## src/rtl/scan_decoder.sv

```systemverilog
`default_nettype none
// ============================================================================
//  Module   : scan_decoder
//  Purpose  : Registered N-to-2^N one-hot decoder with two modes.
//             Direct mode loads a validated index; scan mode walks the active
//             line through all 2^N outputs at a programmable rate and pulses
//             wrap when the walk returns to line 0.
//  Ports    : clk       - clock, rising edge
//             rst       - asynchronous active-high reset
//             en        - global enable, 0 freezes all state
//             mode      - 0 direct decode, 1 auto-scan
//             in_valid  - direct-mode load strobe
//             in        - direct-mode index
//             div       - scan period minus 1
//             out       - registered one-hot lines (polarity per ACTIVE_LOW)
//             idx       - currently selected index
//             out_valid - out holds a decoded value
//             wrap      - one-cycle pulse on scan wrap to index 0
//  Revision : 1.0 - initial release
// ============================================================================
module scan_decoder #(
  parameter int N          = 2,
  parameter bit ACTIVE_LOW = 1'b0,
  parameter int DIV_W      = 8
) (
  input  logic                clk,
  input  logic                rst,
  input  logic                en,
  input  logic                mode,
  input  logic                in_valid,
  input  logic [N-1:0]        in,
  input  logic [DIV_W-1:0]    div,
  output logic [(1<<N)-1:0]   out,
  output logic [N-1:0]        idx,
  output logic                out_valid,
  output logic                wrap
);

  localparam int c_LINES = 1 << N;

  logic [N-1:0]       r_idx;
  logic [DIV_W-1:0]   r_cnt;
  logic               r_out_valid;
  logic               r_wrap;
  logic               r_mode_q;
  logic [c_LINES-1:0] r_out;

  logic [N-1:0]       w_idx_nxt;
  logic [DIV_W-1:0]   w_cnt_nxt;
  logic               w_valid_nxt;
  logic               w_wrap_nxt;
  logic               w_mode_nxt;
  logic [c_LINES-1:0] w_out_nxt;

  always_comb begin
    w_idx_nxt   = r_idx;
    w_cnt_nxt   = r_cnt;
    w_valid_nxt = r_out_valid;
    w_wrap_nxt  = 1'b0;
    w_mode_nxt  = r_mode_q;
    if (en) begin
      if (mode != r_mode_q) begin
        // Mode change edge: restart the prescaler, no load and no advance.
        w_cnt_nxt  = '0;
        w_mode_nxt = mode;
      end else if (!mode) begin
        w_cnt_nxt = '0;
        if (in_valid) begin
          w_idx_nxt   = in;
          w_valid_nxt = 1'b1;
        end
      end else begin
        // >= rather than == so a div lowered below cnt cannot lock the scan.
        if (r_cnt >= div) begin
          w_cnt_nxt   = '0;
          w_idx_nxt   = r_idx + N'(1);
          w_valid_nxt = 1'b1;
          w_wrap_nxt  = (r_idx == {N{1'b1}});
        end else begin
          w_cnt_nxt = r_cnt + DIV_W'(1);
        end
      end
    end
  end

  // Decode from the next-state values so out updates on the same edge as idx.
  for (genvar g = 0; g < c_LINES; g++) begin : g_dec
    assign w_out_nxt[g] = (w_valid_nxt && (w_idx_nxt == N'(g))) ^ ACTIVE_LOW;
  end

  always_ff @(posedge clk or posedge rst) begin
    if (rst) begin
      r_idx       <= '0;
      r_cnt       <= '0;
      r_out_valid <= 1'b0;
      r_wrap      <= 1'b0;
      r_mode_q    <= 1'b0;
      r_out       <= {c_LINES{ACTIVE_LOW}};
    end else begin
      r_idx       <= w_idx_nxt;
      r_cnt       <= w_cnt_nxt;
      r_out_valid <= w_valid_nxt;
      r_wrap      <= w_wrap_nxt;
      r_mode_q    <= w_mode_nxt;
      r_out       <= w_out_nxt;
    end
  end

  assign out       = r_out;
  assign idx       = r_idx;
  assign out_valid = r_out_valid;
  assign wrap      = r_wrap;

endmodule
`default_nettype wire
```

## config.mk

```make
export PLATFORM = sky130hd
export DESIGN_NAME = scan_decoder
export DESIGN_NICKNAME = d
export VERILOG_FILES = /design/src/rtl/scan_decoder.sv
export SDC_FILE = /design/constraint.sdc
export NUM_CORES = 1
export LEC_CHECK = 0
export ABC_CLOCK_PERIOD_IN_PS = 2250
export BUFFER_PORTS_ARGS = -buffer_cell sky130_fd_sc_hd__buf_2
export CAP_MARGIN = 40
export CORE_UTILIZATION = 54
export DETAILED_ROUTE_END_ITERATION = 8
export PLACE_DENSITY = 0.83
export SLEW_MARGIN = 40
export SYNTH_ARGS = -nofsm -noshare
export SYNTH_HDL_FRONTEND = slang
export SYNTH_SLANG_ARGS = --single-unit
```

## constraint.sdc

```tcl
create_clock -name clk -period 2.25 [get_ports clk]
set_clock_uncertainty 0.1 [all_clocks]
set_input_delay 0.3375 -clock clk [delete_from_list [all_inputs] [get_ports clk]]
set_output_delay 0.3375 -clock clk [all_outputs]
set_load 0.01 [all_outputs]
```

==> results summary, run 1 <==
Summing the sequential cell areas from Yosys gives a little under two fifths of the chip area. Synthesis produced a netlist whose cell count is 115. The count of endpoints failing setup in the final report came out at 1. After clock tree synthesis, the clock-pin slew on the worst setup and hold paths is 0.11 ns. The width of the die came out at 48.2 um. The detailed router's first-iteration violation count came out at 21. At the end of routability-driven placement, the weighted congestion stood at 0.830.

For this run the aggregate overflow at the end of global routing stands at 0. The proportion of netlist area held by the largest area contributor is 37.0%. The nature of the critical path endpoint is a flip-flop. The first global-routing pass estimated 4640 um of wire. STA classifies the critical path startpoint as a flip-flop. The transition time of the tightest slew-check pin came out at 0.681 ns.

In the routed design, unresolved DRC markers number 0. The instance area at placement came out at around 1400 sq um. Sorting the synthesized cells by area gives the leading types as dfrtp_1 37%, ha_1 11%, inv_1 4.6%, buf_6 2.9%, a21oi_4 2.8%.

The synthesized area divided by synthesized cell count came out at 10.0 sq um. The most used flip-flop cell after synthesis is dfrtp_1. The post-synth design cell area came out at 1150 sq um. The combinational group share of total power is between 20 and 30%. Across all setup checks in the final design, the least slack found is -0.0135 ns. The synthesized-area fraction occupied by adder cells is 10.9%.

The number of nets produced by synthesis is 140. The number of warnings reported in the yosys synthesis log is 0. Relative to the synthesized area, the layout overhead comes to 28.0%. The number of slew-limit violations in the final report is 0. The number of placed cells counting well taps came out at 177. In this run the critical register-to-register path is captured at out[2]. By area, the combinational part of the netlist is dominated by compound AO/OA/AOI/OAI gates. The total routed wire length on the met1 layer came out at 1200 um. The effective utilization at floorplan is between 50% and 60%.

The worst setup path is of the flip-flop to flip-flop kind. The via count of the first global-routing pass was approximately 1100. The tightest min-delay check is of the input pin to asynchronous set/reset pin type.

The buffer levels on the longest clock path came out at 2. The number of antenna violations at the first check in global routing came out at 0. The number of vias in the routed layout is around 1100. In this run the power density over the cells is between 400 and 500 nW/um^2. For this run, the total global-route usage over all layers was measured as just under 30%. The switching power as a share of total power came out at between 30% and 40%. The largest fanout on the critical path is 3.

The xor/xnor share of the synthesized area is 3.04%. The time the final worst path needs with I/O delays and setup is 2.26 ns. The count of H-tree levels built during CTS came out at 1.

In the detailed route, the total length drawn on met2 is ~1600 um. The endpoint arrival time on the critical path is 2.37 ns. The biggest area contributor in the post-synthesis netlist is dfrtp_1.

The die footprint is 2320 sq um. The tree is rooted in a clkbuf_4. The die is 48.2 um tall.

The wire-length estimate of the detail-placed layout is 2190 um. The synthesized flop and latch total is 17. The internal portion of total power came out at between 0.4 and 0.5 mW. The portion of total power attributed to sequential cells came out at 47.2%.

The run finished, with violations left. Clock latency on the worst-skew pair, taken at its later pin, is roughly 0.29 ns. Detailed routing placed a total of 105 um of wire on met3. The number of antenna-violating nets in the routed design came out at 0. The final non-filler cell area came out at 1470 sq um. The total of hold buffers inserted after clock tree synthesis is 0. The detail-routed via count per cell is 5.69. Counting flops with a built-in enable in the synthesized netlist gives 0. The checks that failed: setup timing. The multiplexer area fraction after synthesis is 1.96%. The number of nets in the final layout is 184.

The clock network accounts for 23.5% of the total power. After floorplanning, the core was sized to cover between 1500 and 2000 sq um. The number of library cell types mapped by synthesis is 44. The number of buffers created by CTS is 3. The finished layout holds 185 standard cells, fillers aside. Dividing the detail-routed wire length by the instance count gives 16.1 um. The pin count of the biggest net entering global routing is 18.

The antenna cell count is 0. In this run the static leakage power is around 0.76 nW. The total routed wirelength came out at 2970 um.

The number of I/O pins is 23. The top achievable clock speed is 442 MHz. The share of synthesized registers carrying an async set or reset is 100%.

The share of synthesized cell area in and, or, nand and nor gates is ~16%. Setup repair after global routing could not meet its margin everywhere. The worst slew slack as a fraction of its limit came out at ~55%. In this run the critical register-to-register path is launched from r_cnt[2]. By count the netlist is led by 17 x dfrtp_1, 14 x inv_1, 10 x ha_1.

The number of cells traversed by the worst register-to-register path came out at 7. The data required time of the worst path came out at approximately 2.4 ns. Yosys instantiated no cell more often than dfrtp_1. The portion of the clock cycle consumed by the worst path in the final layout is 101%. Max-cap violations in this run came to 0. The initialized floorplan defines 16 standard-cell rows. The iteration count of the initial detailed-routing pass came out at 4. The setup slack of the most critical reg-to-reg path came out at -0.01 ns. Buffers placed on the I/O ports in this run total 22. The compound-gate portion of the synthesized area is 23.4%. The post-route netlist has 41.1% of its cells at a drive strength greater than 1. TritonCTS built the clock tree.

The maximum vdd ir drop is 0.409 mV. The power dissipated by switching net loads is 0.238 mW. CTS saw 17 sinks. The number of failing hold endpoints at the final stage came out at 0. The top routing layer in use is met4.
## state kept, by name, summed over array words and instances, names as in the netlist
signal / flops
wrap: 1
out: 4
r_mode_q: 1
idx: 2
out_valid: 1
r_cnt: 8
## power groups by stage
stage	logic [mW]	clock network (mW)	registers [mW]
floorplan	0.113	0	0.361
global placement	0.190	0	0.349
CTS	0.205	0.174	0.345
global route	0.238	0.179	0.349
finish	0.215	0.172	0.346
detailed placement	0.201	0	0.351
## placed cells by master (no fill, tap or decap), types with 2 or more instances in the layout
cell      instances
a21o_1            4
nand2_1           5
nand3_1           2
buf_2            22
o22ai_1           2
nor2b_1           2
ha_1              8
o211a_1           2
nand4_1           3
o21ai_0           2
a211oi_1          2
a21oi_4           2
dfrtp_1          17
or3_1             2
mux2_2            2
ha_2              2
buf_4            20
inv_1            14
xnor2_1           2
a21oi_1           5
a21oi_2           2
nor3_1            2
nor2_1            6
clkbuf_4          3
xor2_1            2
## cell families (layout without fill, tap and decap cells)
logic type	after synthesis	after routing
buffers and inverters	18	61
xor gates and xnor gates	4	4
DFF	17	17
AOI/OAI and AO/OA	33	33
and+or+nand+nor	31	31
muxes	2	2
adders and majority gates	10	10
## worst max-delay path: stages, from the launching register on
cell and delay (ns):
dfrtp_1 0.40, ha_2 0.19, or4_4 0.54, a21oi_4 0.16, buf_6 0.13, o31ai_4 0.07
o211a_1 0.28, nor4_2 0.30
## metal layers
metal / up-vias / track usage (%)
met5: - / 0
met4: 0 / 8.33
met3: 8 / 2.96
met2: 29 / 58.7
met1: 509 / 32.7
li1: 507 / -
## stage by stage
stage                     utilization (%)  setup TNS, ns  setup WS [ns]  power [mW]  hold slack, ns
after global placement               69.9        -0.0767        -0.0384       0.539           0.338
after detailed placement             69.9         -0.522         -0.161       0.552           0.368
after global routing                 74.4        -0.0506        -0.0506       0.766          0.0891
after floorplan                         -              0          0.163       0.474           0.164
after CTS                            72.5              0        0.00245       0.724          0.0411
final                                74.4        -0.0135        -0.0135       0.733          0.0234
## cell type report
class / count / area, sq um
Clock buffer: 3 / 22.5
Fill cell: 138 / 508
Sequential cell: 17 / 425
Timing Repair Buffer: 43 / 272
Clock inverter: 1 / 5.00
Tap cell: 27 / 33.8
Inverter: 14 / 52.6
Multi-Input combinational cell: 80 / 663
## how the worst max path moves through the flow
stage,depth (start not counted),from,to,slack [ns]
after floorplan,6,r_cnt[2],out[1],0.16
after global placement,9,div[3],r_cnt[0],-0.04
after detailed placement,9,div[3],r_cnt[0],-0.16
after CTS,7,r_cnt[3],out[2],0.002
after global routing,7,r_cnt[2],out[2],-0.05
final,7,r_cnt[2],out[2],-0.01
## timing repair
item | CTS | global route
resized for setup | 2 | 5
pin swaps | 2 | 5
buffers inserted | 2 | 2
setup endpoints to repair | 4 | 4
Note: power is estimated with default switching activity, not from simulation.
==> run 2, diff against run 1 <==
--- a/config.mk
+++ b/config.mk
@@ -7,10 +7,11 @@
 export LEC_CHECK = 0
 export ABC_CLOCK_PERIOD_IN_PS = 2250
 export BUFFER_PORTS_ARGS = -buffer_cell sky130_fd_sc_hd__buf_2
-export CAP_MARGIN = 40
-export CORE_UTILIZATION = 54
+export CAP_MARGIN = 20
+export CORE_MARGIN = 2
+export CORE_UTILIZATION = 50
 export DETAILED_ROUTE_END_ITERATION = 8
-export PLACE_DENSITY = 0.83
+export PLACE_DENSITY = 0.78
 export SLEW_MARGIN = 40
 export SYNTH_ARGS = -nofsm -noshare
 export SYNTH_HDL_FRONTEND = slang
==> results summary, run 2 (synthesis results as in run 1) <==
The power density normalized to cell area is between 500 and 600 nW/um^2. The design draws around 0.69 mW. The clock-pin slew reported for the worst setup and hold paths after clock tree synthesis came out at 0.10 ns. The portion of total power attributed to sequential cells came out at 49.9%. The number of antenna violations at the first check in global routing came to 0. The iteration count of the initial detailed-routing pass is 4.

The data required time of the worst path is approximately 2.4 ns. The pin count of the biggest net entering global routing is 18. The number of maximum-capacitance violations is 0. The worst hold path belongs to the class input pin to asynchronous set/reset pin. The area of the multi-input gates is 646 sq um.

The final non-filler cell area came out at 1380 sq um. The sequential cells in the finished layout cover a total of 425 sq um. The most frequent standard cell in the layout excluding fill and tap cells is buf_2.

The portion of the clock cycle consumed by the worst path in the final layout came out at between 90% and 100%. The number of standard cells in the layout, taps in and fillers out came out at 176. The die footprint is approximately 2700 sq um. Setup repair after global routing could not meet its margin everywhere.

The register with the highest flop count is r_cnt. The combinational group share of total power is between 20% and 30%. The CTS tree is built. In this run the tightest slew margin relative to its limit is 56.8%. The flip-flop count of the largest register, all copies and words added is 8. The count of standard-cell rows came out at 17. The layout filler cell count came out at 191. The smallest clock period supported by the final layout is computed as 2.16 ns. The effective utilization at floorplan came out at 52.5%.

The count of buffers added on input and output ports is 22. Across all hold checks on the routed design, the worst slack comes to between 0.02 and 0.025 ns. In this run, post-CTS hold repair placed 0 buffers. The wire length of the first global-routing pass came out at 4350 um.

After global routing the overflow that remains totals 0. The fraction of layout cells with a size suffix above 1 came out at between 30 and 40%. The number of placed cells counting well taps came out at 171. The clock reaches the later pin of the worst-skew pair after 0.28 ns. VDD sags by at most roughly 0.26 mV. The buffer levels on the longest clock path came out at 2. The antenna cell count is 0. STA classifies the critical path endpoint as a flip-flop. For the pin with the worst max-slew slack, the measured transition is 0.648 ns. The library cells used most frequently in the layout, excluding fill and tap cells, are 22 x buf_2, 17 x dfrtp_1, 14 x inv_1. Setup violations remaining at the end of the flow were counted as 0. The switching power as a share of total power is 30.1%. The final weighted congestion in routability-driven placement is 0.802. The remaining design rule violation count is 0. During I/O placement, the number of pins put on the boundary was 23. The count of H-tree levels built during CTS is 1. The critical path in this run is classified as flip-flop to flip-flop. The endpoint arrival time on the critical path came out at 2.28 ns. The detail-routed via count per cell is ~5.6. The internal portion of total power is a little under 0.5 mW. The clock network fraction of design power came out at around 23%. From left edge to right edge, the die measures 52.0 um. The top achievable clock speed is around 460 MHz. The standby leakage power is between 0.7 and 0.8 nW. The half-perimeter wire length after detailed placement came out at 1930 um. After the first detailed-routing iteration, the DRC count stood at 11. The number of failing hold endpoints at the final stage is 0. The via count of the first global-routing pass came out at 998. The post-detailed-route wirelength per cell came out at 13.9 um. On the worst path, the slowest cell contributes a delay of 0.54 ns. The total routing resource utilization after global routing came out at 21.8%. The kind of start point of the critical path is a flip-flop. The startpoint identified for the worst register-to-register timing path is r_cnt[1]. From bottom edge to top edge, the die measures 52.0 um. The signal on the critical path passes through ha_1 -> or4_4 -> a21oi_4 -> o31ai_1 -> buf_4 -> nor4bb_2 -> a21o_1. The relative area change from synthesis to final layout is 19.7%.

The total routed wirelength is 2440 um. The area of the core is 2190 sq um. The instance area at placement is 1330 sq um. The power dissipated by switching net loads is 0.207 mW.

The detail route stage leaves a number of antenna-violating nets equal to 0. The flow ran to the end, and the final reports show no timing, DRC or antenna violations. The number of slew-limit violations in the final report is 0. The critical path's slowest cell is or4_4. The first element of the critical path is r_cnt[1].

The number of buffers created by CTS is 3. The largest fanout on the critical path came out at 10. The number of nets in the final layout is about 170. The number of vias in the routed layout is 984. For this design, the sink count on the clock tree is 17. The number of cells traversed by the worst register-to-register path came out at 7. The aggregate negative setup slack came out at 0 ns. In this run the clock root is driven by a clkbuf_4.
## run 2: cell type report
class	count	share of cell area (%)
multi-input cells	80	46.9
flip-flops and latches	17	30.9
repair buffers	33	14.0
inverters	14	3.81
well taps	28	2.54
clock buffers	4	1.91
## run 2: worst paths after layout
kind | slack (ns) | endpoint
max | 0.09 | r_cnt[4]
min | 0.02 | r_cnt[1]
max reg2reg | 0.09 | r_cnt[4]
min reg2reg | 0.51 | r_cnt[5]
max in group asynchronous | 1.61 | out[0]
min in group clk | 0.24 | wrap
## run 2: metrics by stage
| step | utilization [%] | worst slack (ns) |
|---|---|---|
| final | 62.9 | 0.0930 |
| after global routing | 62.9 | -0.0295 |
| after CTS | 62.1 | 0.0380 |
| after detailed placement | 60.9 | -0.0177 |
| after global placement | 60.9 | 0.0320 |
| after floorplan | - | 0.163 |
## run 2: what timing repair did
action | 4_1_cts | 5_1_grt
resized for setup | 0 | 3
setup endpoints to repair | 0 | 5
buffers inserted | 0 | 1
## run 2: per-layer routing
layer | vias to the layer above | wire length, um | track usage [%]
met4 | 0 | 17 | 7.89
met2 | 18 | 1310 | 40.7
met1 | 481 | 1050 | 25.1
met5 | - | 0 | 0
li1 | 483 | - | -
met3 | 2 | 65 | 2.59
## run 2: worst max-delay path, delay by kind of cell (launching register included)
kind | cells | cell delay [ns]
fa+ha+maj | 1 | 0.18
compound gates | 3 | 0.41
buf+inv | 1 | 0.20
simple gates | 2 | 0.81
flops | 1 | 0.40
## run 2: power by group through the flow
stage / Sequential (mW) / Clock (mW) / Combinational (mW)
final: 0.344 / 0.159 / 0.187
after CTS: 0.344 / 0.167 / 0.187
after floorplan: 0.361 / 0 / 0.113
after global routing: 0.349 / 0.174 / 0.212
after global placement: 0.349 / 0 / 0.181
after detailed placement: 0.351 / 0 / 0.186
